==> src/rtl/reg_readback_ser_pkg.sv <==
// Shared types and constants for the register readback serializer.
package reg_readback_ser_pkg;

  typedef enum logic [2:0] {
    S_IDLE,
    S_START,
    S_DATA,
    S_PAR,
    S_STOP
  } state_t;

  localparam logic START_BIT = 1'b0;
  localparam logic STOP_BIT  = 1'b1;

  function automatic int frame_len(
    input int width,
    input bit par
  );
    return width + 2 + (par ? 1 : 0);
  endfunction

endpackage

==> src/rtl/reg_readback_ser_shifter.sv <==
// Readback shifter: shadow snapshot, bit index counter and bit select.
module reg_readback_ser_shifter #(
  parameter int WIDTH = 4
) (
  input  logic             clk,
  input  logic             rst,
  input  logic             capture,
  input  logic             step,
  input  logic [WIDTH-1:0] d,
  output logic             first_bit,
  output logic             next_bit,
  output logic             last,
  output logic             parity
);

  localparam int CW = $clog2(WIDTH);

  logic [WIDTH-1:0] shadow;
  logic [CW-1:0]    cnt;
  logic [CW-1:0]    idx;

  always_ff @(posedge clk) begin
    if (rst) begin
      shadow <= '0;
      cnt    <= '0;
    end else if (capture) begin
      shadow <= d;
      cnt    <= CW'(WIDTH - 1);
    end else if (step) begin
      cnt    <= cnt - CW'(1);
    end
  end

  assign idx = cnt - CW'(1);

  // Bit to present after the current one, MSB first.
  always_comb begin
    next_bit = 1'b0;
    if (cnt != '0)
      next_bit = shadow[idx];
  end

  assign first_bit = shadow[WIDTH-1];
  assign last      = (cnt == '0);
  assign parity    = ^shadow;

endmodule

==> src/rtl/reg_readback_ser.sv <==
// INIT register with framed serial readback; READBACK_PARITY_EN adds
// an even-parity bit between the last data bit and the stop bit.
module reg_readback_ser
  import reg_readback_ser_pkg::*;
#(
  parameter int               WIDTH = 4,
  parameter logic [WIDTH-1:0] INIT  = 4'b1011
) (
  input  logic             clk,
  input  logic             rst,
  input  logic             load,
  input  logic [WIDTH-1:0] di,
  output logic [WIDTH-1:0] q,
  input  logic             req,
  output logic             sdo,
  output logic             sframe,
  output logic             busy,
  output logic             done
);

  state_t state;
  logic   capture;
  logic   step;
  logic   first_bit;
  logic   next_bit;
  logic   last;
`ifdef READBACK_PARITY_EN
  logic   parity;
`endif

  assign capture = (state == S_IDLE) && req;
  assign step    = (state == S_DATA) && !last;

  reg_readback_ser_shifter #(
    .WIDTH(WIDTH)
  ) u_shifter (
    .clk      (clk),
    .rst      (rst),
    .capture  (capture),
    .step     (step),
    .d        (q),
    .first_bit(first_bit),
    .next_bit (next_bit),
    .last     (last),
`ifdef READBACK_PARITY_EN
    .parity   (parity)
`else
    .parity   ()
`endif
  );

  always_ff @(posedge clk) begin
    if (rst)
      q <= INIT;
    else if (load)
      q <= di;
  end

  // Outputs are registered for the state being entered.
  always_ff @(posedge clk) begin
    if (rst) begin
      state  <= S_IDLE;
      sdo    <= STOP_BIT;
      sframe <= 1'b0;
      busy   <= 1'b0;
      done   <= 1'b0;
    end else begin
      unique case (state)
        S_IDLE: begin
          if (req) begin
            state  <= S_START;
            sdo    <= START_BIT;
            sframe <= 1'b1;
            busy   <= 1'b1;
          end
        end
        S_START: begin
          state <= S_DATA;
          sdo   <= first_bit;
        end
        S_DATA: begin
          if (last) begin
`ifdef READBACK_PARITY_EN
            state <= S_PAR;
            sdo   <= parity;
`else
            state <= S_STOP;
            sdo   <= STOP_BIT;
            done  <= 1'b1;
`endif
          end else begin
            sdo <= next_bit;
          end
        end
        S_PAR: begin
          state <= S_STOP;
          sdo   <= STOP_BIT;
          done  <= 1'b1;
        end
        S_STOP: begin
          state  <= S_IDLE;
          sdo    <= STOP_BIT;
          sframe <= 1'b0;
          busy   <= 1'b0;
          done   <= 1'b0;
        end
        default: begin
          state  <= S_IDLE;
          sdo    <= STOP_BIT;
          sframe <= 1'b0;
          busy   <= 1'b0;
          done   <= 1'b0;
        end
      endcase
    end
  end

endmodule

==> config.mk <==
export PLATFORM = sky130hd
export DESIGN_NAME = reg_readback_ser
export DESIGN_NICKNAME = d
export VERILOG_FILES = /design/src/rtl/reg_readback_ser_pkg.sv /design/src/rtl/reg_readback_ser_shifter.sv /design/src/rtl/reg_readback_ser.sv
export SDC_FILE = /design/constraint.sdc
export NUM_CORES = 1
export LEC_CHECK = 0
export BUFFER_PORTS_ARGS = -buffer_cell sky130_fd_sc_hd__buf_2
export CAP_MARGIN = 20
export CORE_ASPECT_RATIO = 0.9
export CORE_MARGIN = 4
export CORE_UTILIZATION = 40
export DETAILED_ROUTE_END_ITERATION = 10
export PLACE_DENSITY = 0.69
export SYNTH_ARGS = -nofsm -noshare
export SYNTH_HDL_FRONTEND = slang
export SYNTH_HIERARCHICAL = 1
export SYNTH_SLANG_ARGS = --single-unit
export TNS_END_PERCENT = 50
==> constraint.sdc <==
create_clock -name clk -period 1.9 [get_ports clk]
set_input_delay 0.285 -clock clk [delete_from_list [all_inputs] [get_ports clk]]
set_output_delay 0.285 -clock clk [all_outputs]
set_load 0.01 [all_outputs]
==> results of run 1 <==
worst max-delay path, stage by stage, from the launching register on:
cell      delay (ns)
dfxtp_1         0.39
inv_1           0.06
ha_1            0.30
mux4_2          0.29
nor2b_4         0.14
o221ai_1        0.18
nand3_1         0.10
metrics by stage:
step / utilization / power (mW) / worst slack, ns / instance area [µm²]
after global placement: 0.4971 / 0.5123 / 0.3731 / 752.0
after detailed placement: 0.4971 / 0.5170 / 0.3414 / 752.0
final: 0.5211 / 0.7298 / 0.3307 / 788.3
after floorplan: - / 0.4832 / 0.4181 / 670.6
after global routing: 0.5211 / 0.7830 / 0.1977 / 788.3
after CTS: 0.5211 / 0.7435 / 0.3206 / 788.3
sequential cells by signal, indices dropped and copies added (netlist names):
name,count
done,1
u_shifter/shadow,4
u_shifter/cnt,2
sdo,1
busy,1
q,4
state,3
where the power goes:
group | switching, mW | leakage, nW | internal [mW]
Sequential | 0.0207 | 0.132 | 0.364
Clock | 0.106 | 0.0210 | 0.117
Combinational | 0.0560 | 0.185 | 0.0670
cell type report:
cell class,count,area [µm²]
fill,145,724.4
inverter,4,15.01
timing repair buffer,16,82.58
sequential,16,320.3
multi-input combinational,42,306.5
tap,22,27.53
clock buffer,4,36.28
routing by layer:
| metal | up-vias | GRT usage | wire, µm |
|---|---|---|---|
| met3 | 4 | 0.03810 | 64 |
| met1 | 233 | 0.1376 | 546 |
| met2 | 13 | 0.1851 | 478 |
| met5 | - | 0 | 0 |
| met4 | 0 | 0.08065 | 24 |
| li1 | 262 | - | - |
worst min-delay path by stage:
stage                                          endpoint  slack [ns]  cells past startpoint
after floorplan           u_shifter/cnt[0]$_SDFFE_PP0P_        0.35                      1
after global placement                done$_SDFFE_PP0P_        0.43                      2
after detailed placement              done$_SDFFE_PP0P_        0.44                      2
after CTS                             q[0]$_SDFFE_PP1P_        0.19                      2
after global routing                  q[0]$_SDFFE_PP1P_        0.18                      2
final                                 q[0]$_SDFFE_PP1P_        0.20                      2
==> results.md, run 1 <==
Run status:
- The run finished with clean final reports.

Layout:
- Relative to the synthesized area, the layout overhead comes to 17.54%.
- In the final layout, the share of cells above drive strength 1 is 0.2927.
- In the layout the commonest cells are 16 x dfxtp_1, 15 x buf_2, 8 x nor2_1.
- After the flow finishes, the layout carries non-filler instances totaling 104.
- The diode insertion count for antenna repair is 0.
- The library cell used most frequently in the layout, excluding fill and tap cells, is dfxtp_1.
- The net count of the finished layout is 92.

Global route:
- For this run, the total global-route usage over all layers was measured as 0.1169.
- The initial antenna violation count is 0.
- The global-route wire length before repair is 2.007 mm.
- Entering global routing, the biggest net connects 15 pins.
- The number of global-route vias before repair was 497.
- Global routing finished with a remaining overflow of 0.

Critical path:
- Along the worst path, the maximum fanout reaches 3.
- In this run the critical register-to-register path is captured at sdo$_SDFFE_PP1P_.
- The worst register-to-register path has a setup slack of 0.33 ns.
- The number of cells on the worst reg-to-reg path is 6.
- Following the worst setup path forward leads to its endpoint at sdo$_SDFFE_PP1P_.
- The source of the worst register-to-register timing path is u_shifter/cnt[0]$_SDFFE_PP0P_.
- Tracing the worst setup path back leads to its startpoint at u_shifter/cnt[0]$_SDFFE_PP0P_.
- The launching element type of the critical path is a flip-flop.
- The critical path class is reg -> reg.
- The worst path arrival time is 1.74 ns.
- STA classifies the critical path endpoint as a flip-flop.
- The required arrival time at the worst endpoint is 2.07 ns.

Synthesis:
- The per-instance average area after synthesis is 10.16 µm².
- The total number of yosys warnings is 6.
- The number of nets produced by synthesis is 75.
- Summing every instance area after synthesis gives approximately 670 µm².
- In the synthesized netlist, the number of instances is 66.

Floorplanning:
- The effective utilization at floorplan is 0.4433.
- The site row count is 13.
- The chip width is 51.16 µm.
- Pin placement for this block handled 16 I/O pins.
- The placeable core region is 1513 µm².
- The floorplan step set the die height to 46.85 µm.
- The die covers 2397 µm².

Min path:
- The hold path startpoint is di[0].
- The worst hold path belongs to the class in -> reg.

Routing:
- After detailed routing, the number of vias per cell comes to 4.923.
- The pre-antenna-repair detailed-routing pass consisted of 2 iterations.
- Across all layers, the routed design uses ~510 vias.
- The final layout contains routed wiring with a total length of 1.114 mm.
- For this run, design rule violations remaining after detail routing come to 0.
- The per-cell routed wire length is 10.71 µm.
- The number of nets with antenna violations after detailed routing is 0.
- The iteration-0 DRC count of the detailed router is 3.

Clocking:
- The deepest clock path buffer count is 2.
- The root buffer cell is clkbuf_4.
- In this run the post-CTS setup repair buffer count came out at 0.
- For the worst-skew pair, the clock arrives at the later sink with an insertion delay of around 0.28 ns.
- TritonCTS built the clock tree.
- Counting every sink on the clock net gives 16.
- The clock buffer count from CTS is 3.
- The clock-pin slew of the registers on the worst-case setup and hold paths is 0.09 ns.
- CTS built an H-tree with a depth of 1.
- In this run, post-CTS hold repair placed 0 buffers.
- Post-CTS repair changed the size of 0 cells.

STA:
- Setup repair after global routing left no endpoint under its margin.
- The final cycle utilization of the critical path is 0.8260.
- The setup TNS is 0 ns.
- The clock period minus final worst setup slack is approximately 1.6 ns.
- The setup clock skew after layout is ~0.0037 ns.
- The headroom to the max-slew limit is 0.7614.
- The number of endpoints failing setup at the final stage is 0.
- The final-report max-slew violation count is 0.
- The worst hold slack across all endpoints is 0.2012 ns.
- The peak clock frequency supported by timing is 637.2 MHz.
- The count of final hold-check violations is 0.
- The measured slew at the worst slew-check pin is 0.3551 ns.

Placed design:
- The number of cells after detailed placement is 100.
- The detailed-placement wirelength estimate is 861.1 µm.
- The global placer's final weighted congestion is 0.7884.
- The number of buffers added on ports is 15.

Power:
- The worst-case IR drop observed on VDD is 0.5109 mV.
- Power spread over the standard cell area amounts to 925.9 nW/µm².
- Summed over all cells, the static leakage comes to 0.3386 nW.

Run:
- The max-cap violation count is 0.
(Power assumes the default switching activity.)
==> inputs of run 2 (changes only) <==
--- a/config.mk
+++ b/config.mk
@@ -11,7 +11,7 @@
 export CORE_MARGIN = 4
 export CORE_UTILIZATION = 40
 export DETAILED_ROUTE_END_ITERATION = 10
-export PLACE_DENSITY = 0.69
+export PLACE_DENSITY = 0.72
 export SYNTH_ARGS = -nofsm -noshare
 export SYNTH_HDL_FRONTEND = slang
 export SYNTH_HIERARCHICAL = 1
==> constraint.sdc (replaced) <==
create_clock -name clk -period 1.4 [get_ports clk]
set_input_delay 0.21 -clock clk [delete_from_list [all_inputs] [get_ports clk]]
set_output_delay 0.21 -clock clk [all_outputs]
set_load 0.01 [all_outputs]
==> run 2 against run 1 <==
The run now ends with negative setup slack left; cell area rose by 7.8%; power grew 31%; hold slack got worse by 0.054 ns; global-route usage grew 1.3 points; critical path depth did not move; sequential cell count stayed put; core utilization grew 4.1 points; combinational power increased by 74%; largest cell class is now multi-input gates; register-to-register slack got worse by 0.34 ns; clock power hardly changed; maximum frequency up 12%; critical path type unchanged; worst setup slack worse by 0.34 ns.
==> results.md, run 2 (synthesized netlist as in run 1, its figures left out) <==
STA:
- The worst pin sits at a relative slew slack of 0.8033.
- The final-report max-slew violation count is 0.
- The worst hold slack across all endpoints is about 0.15 ns.
- The number of endpoints failing setup at the final stage is 1.
- The peak clock frequency supported by timing is slightly above 700 MHz.
- The slack of the critical path is -0.006394 ns.
- The setup clock skew after layout is around 0.0027 ns.
- The clock period minus final worst setup slack is 1.406 ns.
- The count of final hold-check violations is 0.
- For the pin with the worst max-slew slack, the measured transition is just under 0.3 ns.
- The final cycle utilization of the critical path is 1.005.
- Setup repair after global routing could not meet its margin everywhere.

Placed design:
- At the placement stage, the worst setup path has a slack of -0.06269 ns.
- The number of placed instances, taps included, is 104.
- The global placer's final weighted congestion is between 0.8 and 0.9.
- Once placement finished, the instance area stood at 783.3 µm².
- Input and output buffers added on the ports amount to 15.
- The detailed-placement wirelength estimate is about 990 µm.

Floorplanning:
- The die covers 2397 µm².
- The placeable core region is 1513 µm².
- The floorplan die height is 46.85 µm.
- The count of boundary I/O pins is 16.
- The chip width is 51.16 µm.
- Row generation in the floorplan step produced 13 rows.
- The effective utilization at floorplan is 0.4433.

Layout:
- 0 antenna diodes ended up in the layout.
- The fill cell total of the finished layout is 133.
- The relative area change from synthesis to final layout is 26.68%.
- The cell area after layout is 849.6 µm².
- The fraction of layout cells with a size suffix above 1 is 0.4023.
- The finished layout holds 109 standard cells, fillers aside.
- Leaving out fill and tap cells, the most frequent cells in the layout are 15 x buf_2, 14 x dfxtp_1, 8 x nor2_1.
- Leaving out fill and tap cells, the most frequent cell in the layout is buf_2.
- The largest registers in the layout are q (4), u_shifter/shadow (4), state (3).
- The net count of the finished layout is between 90 and 100.

Clocking:
- TritonCTS built the clock tree.
- The maximum level of the CTS H-tree is 1.
- In this run the deepest clock path goes through 2 buffers.
- The root buffer cell is clkbuf_4.
- The later-pin clock latency in the skew report is roughly 0.27 ns.
- Buffers inserted during clock tree synthesis total 3.
- Clock-pin slew was measured on the worst setup and hold paths at about 0.080 ns.
- The clock sink count is 16.
- The hold-fix buffer count after cts is 0.

Routing:
- After detailed routing, the number of remaining DRC violations is 0.
- In this run the remaining antenna-violating nets after routing total 0.
- The detailed-route via count is 544.
- The routed design has approximately 1.3 mm of wire.
- The iteration-0 DRC count of the detailed router is 9.
- In the routed layout, each cell is associated on average with a via count of between 4 and 5.
- The per-cell routed wire length is 11.89 µm.
- The pre-antenna-repair detailed-routing pass consisted of 4 iterations.

Run status:
- The run finished, with violations left.
- The final reports fail on negative setup slack.

Global route:
- Entering global routing, the biggest net connects 15 pins.
- The overflow left after global routing is 0.
- The number of global-route vias before repair is approximately 530.
- Across every metal layer, demand over resource in global routing totals 0.1301.
- The initial antenna violation count is 0.
- The global-route wire length before repair is roughly 2.2 mm.

Critical path:
- In this run the critical register-to-register path is launched from u_shifter/cnt[0]$_SDFFE_PP0P_.
- In this run the worst path has a maximum fanout of 3.
- The critical path class is reg -> reg.
- The largest incremental delay on the critical path is 0.36 ns.
- The endpoint of the worst register-to-register path is sdo$_SDFFE_PP1P_.
- Traced cell by cell, the critical path runs through inv_2 > ha_4 > mux4_2 > nor2b_4 > o221ai_2 > nand3_1.
- For flop-to-flop paths, the worst setup slack is -0.006 ns.
- The number of cells on the worst reg-to-reg path is 6.
- The required arrival time at the worst endpoint is 1.56 ns.
- The launching element type of the critical path is a flip-flop.
- STA puts the critical path data arrival time at 1.56 ns.
- On the critical path, the stage with the largest delay is an instance of dfxtp_2.
- The capturing element type of the critical path is a flip-flop.

Power:
- VDD sags by at most 0.6762 mV.
- Dividing total power by cell area gives a power density of between 1000 and 1500 nW/µm².
- The analysis attributes to cell leakage a power of 0.3677 nW.

Min path:
- The worst hold path belongs to the class in -> reg.
- The hold path startpoint is di[3].
- The number of instances on the worst hold path is 2.
- The worst hold path endpoint is q[3]$_SDFFE_PP1P_.

Run:
- The tool flagged a number of max-cap violations equal to 0.
## run 2: cell type report
type                            instances  area, µm²  area share
Multi-Input combinational cell         42      330.3      0.3888
Inverter                                4      15.01     0.01767
Timing Repair Buffer                   22      131.4      0.1546
Tap cell                               22      27.53     0.03240
Sequential cell                        16      322.8      0.3800
Clock buffer                            3      22.52     0.02651
## run 2: critical path, delay by kind of cell (launching register included)
kind / cells / cell delay [ns]
buffers and inverters: 1 / 0.05
adders and majority gates: 1 / 0.25
and+or+nand+nor: 2 / 0.22
DFF: 1 / 0.36
muxes: 1 / 0.28
AOI/OAI and AO/OA: 1 / 0.14
## run 2: power breakdown
part / internal (mW) / leakage (nW) / switching (mW)
Combinational: 0.121 / 0.221 / 0.0928
Clock: 0.0993 / 0.0138 / 0.121
Sequential: 0.495 / 0.133 / 0.0301
## run 2: metal layers
metal / track usage / vias to the layer above / routed length [µm]
met5: 0 / - / 0
met4: 0.08602 / 0 / 25
met3: 0.04444 / 4 / 71
met2: 0.2339 / 18 / 596
met1: 0.1320 / 253 / 603
li1: - / 269 / -
## run 2: worst max-delay path by stage
stage	end	depth (start not counted)	startpoint
final	sdo$_SDFFE_PP1P_	6	u_shifter/cnt[0]$_SDFFE_PP0P_
after global routing	sdo$_SDFFE_PP1P_	6	u_shifter/cnt[0]$_SDFFE_PP0P_
after CTS	sdo$_SDFFE_PP1P_	5	u_shifter/cnt[0]$_SDFFE_PP0P_
after detailed placement	sdo$_SDFFE_PP1P_	6	u_shifter/cnt[0]$_SDFFE_PP0P_
after global placement	sdo$_SDFFE_PP1P_	6	u_shifter/cnt[0]$_SDFFE_PP0P_
after floorplan	sdo$_SDFFE_PP1P_	6	u_shifter/cnt[0]$_SDFFE_PP0P_
## run 2: repair_timing
item / CTS / global route
pin swaps: 1 / 1
setup buffers: 1 / 1
resized for setup: 4 / 2
endpoints found under the setup margin: 2 / 3
## run 2: through the flow
| stage | util | total power [mW] | setup TNS, ns |
|---|---|---|---|
| 6_report | 0.5616 | 0.9584 | -0.006394 |
| 2_1_floorplan | - | 0.6565 | -0.003880 |
| 3_3_place_gp | 0.5178 | 0.7100 | -0.02991 |
| 3_5_place_dp | 0.5178 | 0.7211 | -0.06269 |
| 5_1_grt | 0.5616 | 1.017 | -0.1201 |
| 4_1_cts | 0.5509 | 0.9602 | -0.01037 |
